<file path="src/rtl/serial_add.sv">
// Digit-serial adder: WIDTH/DIGIT cycles per result, carry held between digits.
// Defining SERIAL_ADD_SUB_EN adds a 'sub' port that selects a + ~b + 1.
module serial_add #(
    parameter int WIDTH = 8,
    parameter int DIGIT = 1
) (
    input  logic             clk,
    input  logic             rst_n,
    input  logic             start,
    input  logic [WIDTH-1:0] a,
    input  logic [WIDTH-1:0] b,
    input  logic             cin,
`ifdef SERIAL_ADD_SUB_EN
    input  logic             sub,
`endif
    output logic             busy,
    output logic             done,
    output logic [WIDTH-1:0] sum,
    output logic             cout,
    output logic             ovf
);

    localparam int N  = WIDTH / DIGIT;
    localparam int CW = $clog2(N + 1);

    typedef enum logic [1:0] {
        IDLE = 2'd0,
        RUN  = 2'd1,
        DONE = 2'd2
    } state_t;

    state_t           state_r;
    state_t           state_nxt_s;
    logic [WIDTH-1:0] a_r;
    logic [WIDTH-1:0] b_r;
    logic [WIDTH-1:0] sum_r;
    logic [CW-1:0]    cnt_r;
    logic             carry_r;
    logic             cout_r;
    logic             ovf_r;
    logic             busy_r;
    logic             done_r;

    logic             accept_s;
    logic             last_s;
    logic [WIDTH-1:0] b_in_s;
    logic             cin_in_s;
    logic [DIGIT:0]   digit_s;
    logic             msb_cin_s;
    logic [WIDTH-1:0] sum_shift_s;

    // Operand conditioning: subtraction folds into addition of ~b with carry-in 1
    always_comb begin
        b_in_s   = b;
        cin_in_s = cin;
`ifdef SERIAL_ADD_SUB_EN
        if (sub) begin
            b_in_s   = ~b;
            cin_in_s = 1'b1;
        end else begin
            b_in_s   = b;
            cin_in_s = cin;
        end
`endif
    end

    // One digit of the adder chain plus the carry into the digit's top bit
    always_comb begin
        digit_s   = {1'b0, a_r[DIGIT-1:0]} + {1'b0, b_r[DIGIT-1:0]} + {{DIGIT{1'b0}}, carry_r};
        msb_cin_s = digit_s[DIGIT-1] ^ a_r[DIGIT-1] ^ b_r[DIGIT-1];
        accept_s  = start && (state_r != RUN);
        last_s    = (state_r == RUN) && (cnt_r == CW'(N - 1));
    end

    // New digits enter sum from the top so the low digit ends at bit 0
    generate
        if (WIDTH > DIGIT) begin : g_shift
            assign sum_shift_s = {digit_s[DIGIT-1:0], sum_r[WIDTH-1:DIGIT]};
        end else begin : g_full
            assign sum_shift_s = digit_s[DIGIT-1:0];
        end
    endgenerate

    // Next-state logic for the IDLE/RUN/DONE sequencer
    always_comb begin
        state_nxt_s = state_r;
        case (state_r)
            IDLE: begin
                if (accept_s) begin
                    state_nxt_s = RUN;
                end else begin
                    state_nxt_s = IDLE;
                end
            end
            RUN: begin
                if (last_s) begin
                    state_nxt_s = DONE;
                end else begin
                    state_nxt_s = RUN;
                end
            end
            DONE: begin
                if (accept_s) begin
                    state_nxt_s = RUN;
                end else begin
                    state_nxt_s = IDLE;
                end
            end
            default: state_nxt_s = IDLE;
        endcase
    end

    // State register with busy/done registered from the next state
    always_ff @(posedge clk or negedge rst_n) begin
        if (!rst_n) begin
            state_r <= IDLE;
            busy_r  <= 1'b0;
            done_r  <= 1'b0;
        end else begin
            state_r <= state_nxt_s;
            busy_r  <= (state_nxt_s == RUN);
            done_r  <= (state_nxt_s == DONE);
        end
    end

    // Operand shift registers, carry, step counter and result capture
    always_ff @(posedge clk or negedge rst_n) begin
        if (!rst_n) begin
            a_r     <= {WIDTH{1'b0}};
            b_r     <= {WIDTH{1'b0}};
            sum_r   <= {WIDTH{1'b0}};
            cnt_r   <= {CW{1'b0}};
            carry_r <= 1'b0;
            cout_r  <= 1'b0;
            ovf_r   <= 1'b0;
        end else if (accept_s) begin
            a_r     <= a;
            b_r     <= b_in_s;
            carry_r <= cin_in_s;
            cnt_r   <= {CW{1'b0}};
        end else if (state_r == RUN) begin
            a_r     <= a_r >> DIGIT;
            b_r     <= b_r >> DIGIT;
            sum_r   <= sum_shift_s;
            carry_r <= digit_s[DIGIT];
            cnt_r   <= cnt_r + CW'(1);
            if (last_s) begin
                cout_r <= digit_s[DIGIT];
                ovf_r  <= msb_cin_s ^ digit_s[DIGIT];
            end
        end
    end

    assign busy = busy_r;
    assign done = done_r;
    assign sum  = sum_r;
    assign cout = cout_r;
    assign ovf  = ovf_r;

endmodule

</file>
<file path="config.mk">
export PLATFORM = sky130hd
export DESIGN_NAME = serial_add
export DESIGN_NICKNAME = d
export VERILOG_FILES = /design/src/rtl/serial_add.sv
export SDC_FILE = /design/constraint.sdc
export NUM_CORES = 1
export LEC_CHECK = 0
export BUFFER_PORTS_ARGS = -buffer_cell sky130_fd_sc_hd__clkbuf_2
export CORE_ASPECT_RATIO = 1.75
export CORE_MARGIN = 2
export CORE_UTILIZATION = 48
export DETAILED_ROUTE_END_ITERATION = 8
export PLACE_DENSITY = 0.78
export SYNTH_ARGS = -nofsm -noshare
export SYNTH_HDL_FRONTEND = slang
export SYNTH_SLANG_ARGS = --single-unit
</file>
<file path="constraint.sdc">
create_clock -name clk -period 1.7 [get_ports clk]
set_input_delay 0.085 -clock clk [delete_from_list [all_inputs] [get_ports clk]]
set_output_delay 0.085 -clock clk [all_outputs]
set_load 0.02 [all_outputs]
</file>
; ---- Word-level counts from Yosys, hierarchy flattened
; Index checks and enable logic that the tools add are counted.
[totals]
output_inout_bits = 12
reg_bits = 35
[op_classes]
bitwise = 4
eq_ne = 6
n_reduce_logical = 7
muxes = 11
n_addsub = 3
[ops]
columns = operator, count
row1 = 2-to-1 mux 8 bit, 4
row2 = 2-to-1 mux 4 bit, 2
row3 = adder 4 x 1 -> 4 bit (second input constant), 1
row4 = == test 2 x 1 -> 1 bit (second input constant), 2
row5 = == test 2 bit (second input constant), 2
row6 = == test 4 x 3 -> 1 bit (second input constant), 1
row7 = case mux 2 bit (2 select lines), 1
row8 = 2-to-1 mux 1 bit, 3
row9 = AND reduction 3 bit, 1
row10 = XOR 1 bit, 3
row11 = adder 1 x 1 -> 2 bit, 1
row12 = adder 2 x 1 -> 2 bit, 1
row13 = logical AND 1 bit, 2
row14 = logical NOT 2 bit, 1
row15 = 2-to-1 mux 2 bit, 1
row16 = inequality test 2 x 1 -> 1 bit (second input constant), 1
row17 = AND reduction 2 bit, 1
row18 = nonzero test 2 bit, 1
row19 = OR reduction 2 bit, 1
row20 = NOT 1 bit, 1

; ---- Depth between registers and ports, before layout
; Gate-level depths: netlist (run 1).
[depth]
depth_word = 5
depth_mapped = 5
mapped_depth_nobuf = 4

; ---- Least setup slack after synthesis (run 1)
; Ideal clock, no wire load.
[synth_path]
path_kind = register -> register
startpoint = register a_r[0]
endpoint = register ovf_r, in the netlist ovf
slack_ps = 159
arrival_ps = 1416
required_ps = 1575
n_path_buf = 0
stages_incl_launch_ff = 5
period_less_slack_ps = 1541
cell_sequence = dfrtp_1 -> fa_1 -> xnor2_1 -> xnor2_1 -> mux2_2
[synth_via]
elab_chain_len = 5
[synth_rtl]
columns = item, line_no
row1 = from (decl), 34  ; logic [WIDTH-1:0] a_r;
row2 = from (signal assigned), 129  ; a_r <= {WIDTH{1'b0}};
row3 = from (signal assigned), 142  ; a_r <= a_r >> DIGIT;
row4 = adder 1 x 1 -> 2 bit, 69  ; digit_s = {1'b0, a_r[DIGIT-1:0]} + {1'b0, b_r[DIGIT-1:0]} + {{DIGIT{1'b0}}, carry_r};
row5 = adder 2 x 1 -> 2 bit, 69
row6 = named net digit_s[0], 48  ; logic [DIGIT:0] digit_s;
row7 = XOR 1 bit (2 in series), 70  ; msb_cin_s = digit_s[DIGIT-1] ^ a_r[DIGIT-1] ^ b_r[DIGIT-1];
row8 = XOR 1 bit, 149  ; ovf_r <= msb_cin_s ^ digit_s[DIGIT];
row9 = to (signal assigned), 149
row10 = to (decl), 40  ; logic ovf_r;
; The timed path passes the listed nets, and every way through them passes these cells.
; A chain may end at the register's enable or synchronous reset.

; ---- Final worst setup path (run 1)
; Same ends and word-level chain as after synthesis.

==> results of run 1 <==
==> registers in the layout (all words and copies together), names as in the netlist <==
register and count:
a_r 8, b_r 8, sum 8, cnt_r 4, state_r 2, busy 1, carry_r 1, cout 1
done 1, ovf 1
==> layout make-up <==
class                           instances  area (µm²)
Multi-Input combinational cell        100         608
Timing Repair Buffer                   34         193
Inverter                                1        3.75
Tap cell                               43        53.8
Sequential cell                        35         876
Clock buffer                            7        76.3
Fill cell                             290        1290
Clock inverter                          1        5.00
==> per-layer routing <==
metal	track usage, %	vias up	part of all wire (%)
met5	0	-	0
met4	10.3	0	2.7
met3	5.23	7	4.1
met2	31.0	21	54
met1	20.6	536	39
li1	-	544	-
==> per-stage QoR <==
step	cell area (µm²)	setup WS, ns
after floorplan	1550	0.159
after global placement	1720	0.140
after detailed placement	1720	0.113
after CTS	1820	0.103
after global routing	1820	0.0552
final	1820	0.114
==> cell usage after synthesis <==
master	count	area share, %
nor3_1	1	0.32
nor3_4	1	1.0
o211ai_1	1	0.48
buf_4	3	1.4
nor2_1	2	0.48
ha_1	1	0.81
and2b_1	1	0.48
mux2i_1	17	11
xnor2_1	2	1.1
inv_1	1	0.24
dfrtp_1	35	56
nand2_1	42	10
o21ai_0	22	7.1
nand3b_1	1	0.48
fa_1	1	1.3
buf_6	3	2.2
nand3_1	3	0.97
clkbuf_2	1	0.32
xor2_1	2	1.1
mux2_2	2	1.4
buf_2	1	0.32
nand2b_4	1	0.89
==> critical path: stages, from the launching register on <==
cell	delay, ns
dfrtp_1	0.42
fa_1	0.53
xnor2_1	0.16
xnor2_1	0.12
mux2_2	0.26
==> logic make-up (layout without fill, tap and decap cells) <==
logic type	Yosys count	count (layout)	synth area share, %
adders and majority gates	2	2	2.09
muxes	19	19	12.4
and+or+nand+nor	52	52	14.8
AOI/OAI and AO/OA	23	23	7.57
xor gates and xnor gates	4	4	2.25
DFF	35	35	56.4
buffers and inverters	9	43	4.51
==> what timing repair did <==
action / in CTS / in global routing
setup buffers: 0 / 0
hold endpoints to repair: 35 / 0
hold buffers: 1 / 0
==> power by group through the flow <==
| stage | clock (mW) | combinational [mW] | sequential, mW |
|---|---|---|---|
| 5_1_grt | 0.609 | 1.38 | 1.46 |
| 4_1_cts | 0.580 | 1.24 | 1.41 |
| 3_3_place_gp | 0 | 1.17 | 1.40 |
| 2_1_floorplan | 0 | 0.812 | 1.53 |
| 3_5_place_dp | 0 | 1.23 | 1.42 |
| 6_report | 0.559 | 1.21 | 1.41 |
==> worst max-delay path by stage <==
stage | to | cells after the start | start
3_5_place_dp | ovf | 4 | a_r[0]
3_3_place_gp | ovf | 4 | a_r[0]
5_1_grt | ovf | 4 | a_r[0]
4_1_cts | ovf | 4 | a_r[0]
2_1_floorplan | ovf | 4 | a_r[0]
6_report | ovf | 4 | a_r[0]
==> key figures, run 1 <==
Placed design
  – RD Place Congestion: 0.796
  – Inst Count DP: 212
  – DP Wirelength: 2040 µm
  – Port buffer count: 31

Worst setup path
  – Req. time, crit path: 1.87 ns
  – FF-to-FF End: ovf
  – CP max FO: 3
  – Critical Setup Path Class: flip-flop to flip-flop
  – Crit path launch type: flip-flop
  – Worst setup EP type: flip-flop
  – Reg2reg start: a_r[0]
  – CP Data Arrival Time: 1.76 ns
  – R2R Setup Slk: 0.11 ns
  – Reg2Reg Depth: 4

Routing
  – 1st-pass router iterations: 3
  – Via/cell ratio: 5.01
  – WL final: 2740 µm
  – Total number of vias: 1108
  – Post-route DRC: 0
  – Initial drt markers: 13
  – Antenna-violating nets left: 0
  – DR WL/cell: 12.4 µm

Timing
  – Max-slew violations: 0
  – RSZ-0062 raised after global routing: no
  – Final period util: 93.3%
  – Max frequency: 630 MHz
  – Clk_skew: 0.00726 ns
  – Rel. slew slack: 42.5%
  – Final Hold Slack: 0.0539 ns
  – Setup TNS Final: 0 ns
  – Setup violations, final: 0
  – Final Hold Fails: 0
  – Measured slew at the worst slew-check pin: 0.863 ns
  – Min cycle time layout: 1.59 ns

Power and ir drop
  – P_sw: 1.23 mW
  – Logic pwr share: 38.1%
  – Clock share of power: 17.6%
  – Sw Ratio: 38.6%
  – Internal Dissipation: 1.95 mW
  – Maximum VDD drop: 0.000945 V
  – Leakage: 0.928 nW
  – Pwr/cell area: 1750 nW/µm²
  – Share of total power in sequential cells: 44.3%
  – Total Power: 3.18 mW

Cells and area
  – Layout cells sized above 1: 24.2%
  – Final Instance Count excl. Fillers: 221
  – Area Overhead vs Synth: 16.8%
  – Most common cell after layout, fill and taps aside: nand2_1
  – Diode count: 0
  – Most frequent cells in the layout: 42 x nand2_1, 35 x dfrtp_1, 31 x clkbuf_2
  – Fin util: 58.4%
  – Final net count: 199

CTS
  – Clock latency on the worst-skew pair: 0.28 ns
  – H-tree Lvls: 2
  – Clk root buf: clkbuf_8
  – Max Root-Sink Buffers: 2
  – Reg clk slew, reported paths: 0.07 ns
  – TritonCTS clock tree: built
  – Post-CTS sizing: 0
  – Clock buffer count from CTS: 5
  – CTS Sinks: 35

GRT
  – Initial antenna violation count: 0
  – Vias in the first global route: 1170
  – Total gr overflow: 0
  – Largest net degree at the start of global routing: 36
  – Global-route usage over all layers: 18.8%
  – First-pass GRT wire length: 4970 µm

Synthesis
  – Synth warnings: 0
  – Post-Syn Instances: 144
  – Post-Syn Nets: 166
  – Yosys reg bits: 35
  – Register area share after synthesis: 56.4%
  – Distinct cells, synth: 22
  – Post-Syn Area per Cell: 10.8 µm²
  – Mapped Area: 1550 µm²

Status
  – Status: completed

Min path
  – Min-Delay Endpoint: a_r[7]
  – Hold Crit Start: a[7]
  – Worst hold path depth: 3
  – Hold Path Class: input pin to flip-flop

Floorplan
  – Die height: 79.3 µm
  – Chip width: 47.0 µm
  – Starting Density: 50.0%
  – Cell Rows: 27
  – Ports: 32
  – Core area: 3110 µm²
  – Die footprint: 3730 µm²

Job
  – Max-capacitance violation count: 0
Note: power is estimated with default switching activity, not from simulation.
==> run 2, diff against run 1 <==
--- a/config.mk
+++ b/config.mk
@@ -5,6 +5,7 @@
 export SDC_FILE = /design/constraint.sdc
 export NUM_CORES = 1
 export LEC_CHECK = 0
+export ABC_AREA = 1
 export BUFFER_PORTS_ARGS = -buffer_cell sky130_fd_sc_hd__clkbuf_2
 export CORE_ASPECT_RATIO = 1.75
 export CORE_MARGIN = 2
==> run 2 against run 1 <==
  * Critical path depth up 2
  * Maximum frequency grew 12%
  * Die area rose by 2.2%
  * Synthesized area grew 2.3%
  * Clock-buffer cell count decreased by 1
  * Global-route usage shrank 0.55 points
  * Largest power group unchanged
  * First-iteration DRC count increased by 54%
  * Utilization rose by 0.69 points
==> key figures, run 2 <==
GRT
  – Vias in the first global route: 1227
  – Global-route usage over all layers: 18.2%
  – First-pass GRT wire length: 4920 µm
  – Largest net degree at the start of global routing: 36
  – Grt met3 use: 6.52%
  – GR peak layer: met2
  – Total gr overflow: 0
  – Met1 Usage GRT: 19.3%
  – GR met2 Demand/Resource: 30.5%
  – Initial antenna violation count: 0

Cells and area
  – Area Overhead vs Synth: 16.8%
  – Final Instance Count excl. Fillers: 262
  – Most frequent cells in the layout: 83 x nand2_1, 35 x dfrtp_1, 31 x clkbuf_2
  – Diode count: 0
  – Final net count: 242
  – Most common cell after layout, fill and taps aside: nand2_1
  – Fill cell count: 301
  – Fin util: 59.1%
  – Layout cells sized above 1: 22.8%
  – Final instance area: 1860 µm²

Synthesis
  – Top cells by area, synth: dfrtp_1 55%, nand2_1 20%, nand3_1 3.5%
  – Distinct cells, synth: 19
  – Most instantiated cells after synthesis: 83 x nand2_1, 35 x dfrtp_1, 13 x inv_1
  – Count leader, synth: nand2_1
  – Yosys reg bits: 35
  – Async set-reset flop share out of synthesis: 100%
  – EDFF count, synth: 0
  – Mapped Area: 1590 µm²
  – Predominant post-synthesis flop cell: dfrtp_1
  – Post-Syn Instances: 183
  – Post-Syn Nets: 205
  – Post-Syn Area per Cell: 8.69 µm²
  – Register area share after synthesis: 55.1%
  – Area leader, netlist: dfrtp_1
  – Synth warnings: 0
  – Post-synth top area share: 55.1%

Worst setup path
  – Worst setup EP type: flip-flop
  – Crit path launch type: flip-flop
  – CP max FO: 4
  – Req. time, crit path: 1.88 ns
  – Critical Setup Path Class: flip-flop to flip-flop
  – CP Data Arrival Time: 1.60 ns

Timing
  – Setup TNS Final: 0 ns
  – Clk_skew: 0.00885 ns
  – Final worst slack: 0.279 ns
  – Final Hold Fails: 0
  – Final Hold Slack: 0.00982 ns
  – Final period util: 83.6%
  – Rel. slew slack: 71.2%
  – Max-slew violations: 0
  – Min cycle time layout: 1.42 ns
  – Measured slew at the worst slew-check pin: 0.431 ns
  – RSZ-0062 raised after global routing: no
  – Setup violations, final: 0
  – Max frequency: 704 MHz

Placed design
  – RD Place Congestion: 0.794
  – Pre-CTS setup slack: 0.270 ns
  – Inst Count DP: 254
  – Placed cell area: 1760 µm²
  – DP Wirelength: 2100 µm
  – Port buffer count: 31

CTS
  – TritonCTS clock tree: built
  – Clock buffer count from CTS: 5
  – CTS Sinks: 35
  – Clock latency on the worst-skew pair: 0.28 ns
  – H-tree Lvls: 2
  – Post-CTS sizing: 0
  – Max Root-Sink Buffers: 2
  – Reg clk slew, reported paths: 0.07 ns
  – Clk root buf: clkbuf_8

Routing
  – WL final: 2830 µm
  – Initial drt markers: 20
  – Total number of vias: 1252
  – Via/cell ratio: 4.78
  – 1st-pass router iterations: 3
  – DR WL/cell: 10.8 µm
  – Post-route DRC: 0
  – Antenna-violating nets left: 0

Floorplan
  – Die height: 80.1 µm
  – Starting Density: 50.6%
  – Core area: 3140 µm²
  – Chip width: 47.5 µm
  – Cell Rows: 27
  – Die footprint: 3810 µm²
  – Ports: 32

Status
  – Status: completed

Power and ir drop
  – Leakage: 1.01 nW
  – Total Power: 3.26 mW
  – Maximum VDD drop: 0.000947 V
  – Pwr/cell area: 1760 nW/µm²

Job
  – Max-capacitance violation count: 0

Min path
  – Hold Path Class: input pin to flip-flop
## run 2: cell types whose count changed after synthesis, moves of 3 or more
| cell | delta |
|---|---|
| nand2_1 | +41 |
| mux2i_1 | -17 |
| o21ai_0 | -13 |
| inv_1 | +12 |
| nand3_1 | +8 |
| nand3_2 | +4 |
| buf_4 | -3 |
| nand2_4 | +3 |
| nor2_1 | +3 |
| o21ai_1 | +3 |
## run 2: what timing repair did
item,CTS,global route
endpoints found under the setup margin,0,0
setup buffers,0,0
hold buffers,2,0
endpoints found under the hold margin,36,0
## run 2: layout make-up
class	count	area, µm²	area share [%]
flip-flops and latches	35	876	47.2
repair buffers	35	190	10.2
multi-input cells	126	596	32.1
inverters	17	68.8	3.71
clock buffers	6	72.6	3.91
well taps	43	53.8	2.90
## run 2: final timing paths
| check | startpoint | to | slack (ns) | cells past startpoint |
|---|---|---|---|---|
| worst min register to register | a_r[7] | a_r[7] | 0.47 | 2 |
| worst min-delay path | a[7] | a_r[7] | 0.01 | 3 |
| worst max register to register | a_r[0] | ovf | 0.28 | 6 |
| min in group asynchronous | rst_n | sum[0] | 0.37 | 3 |
| max in group asynchronous | rst_n | a_r[2] | 1.02 | 3 |
| worst max-delay path | a_r[0] | ovf | 0.28 | 6 |
## run 2: critical path: stages (launching register included)
cell and delay [ns]:
dfrtp_1 0.42, fa_1 0.58, nor2_1 0.06, nor2_1 0.10
nand2_1 0.05, nand3_1 0.06, nand2_1 0.05
## run 2: report_power, final
part / internal, mW / switching (mW)
Clock: 0.273 / 0.266
Sequential: 1.17 / 0.212
Combinational: 0.486 / 0.859
## run 2: cell families after synthesis
family / share of synthesized area [%]
flip-flops: 55.1
buffers and inverters: 7.47
adder cells (fa/ha/maj): 2.05
AND/OR/NAND/NOR: 29.9
AO/OA/AOI/OAI: 5.51
## run 2: per-layer routing
metal  part of all wire, %  routed length [µm]
met1                    39                1100
met2                    54                1530
met3                   4.6                 129
met4                   2.6                  74
met5                     0                   0
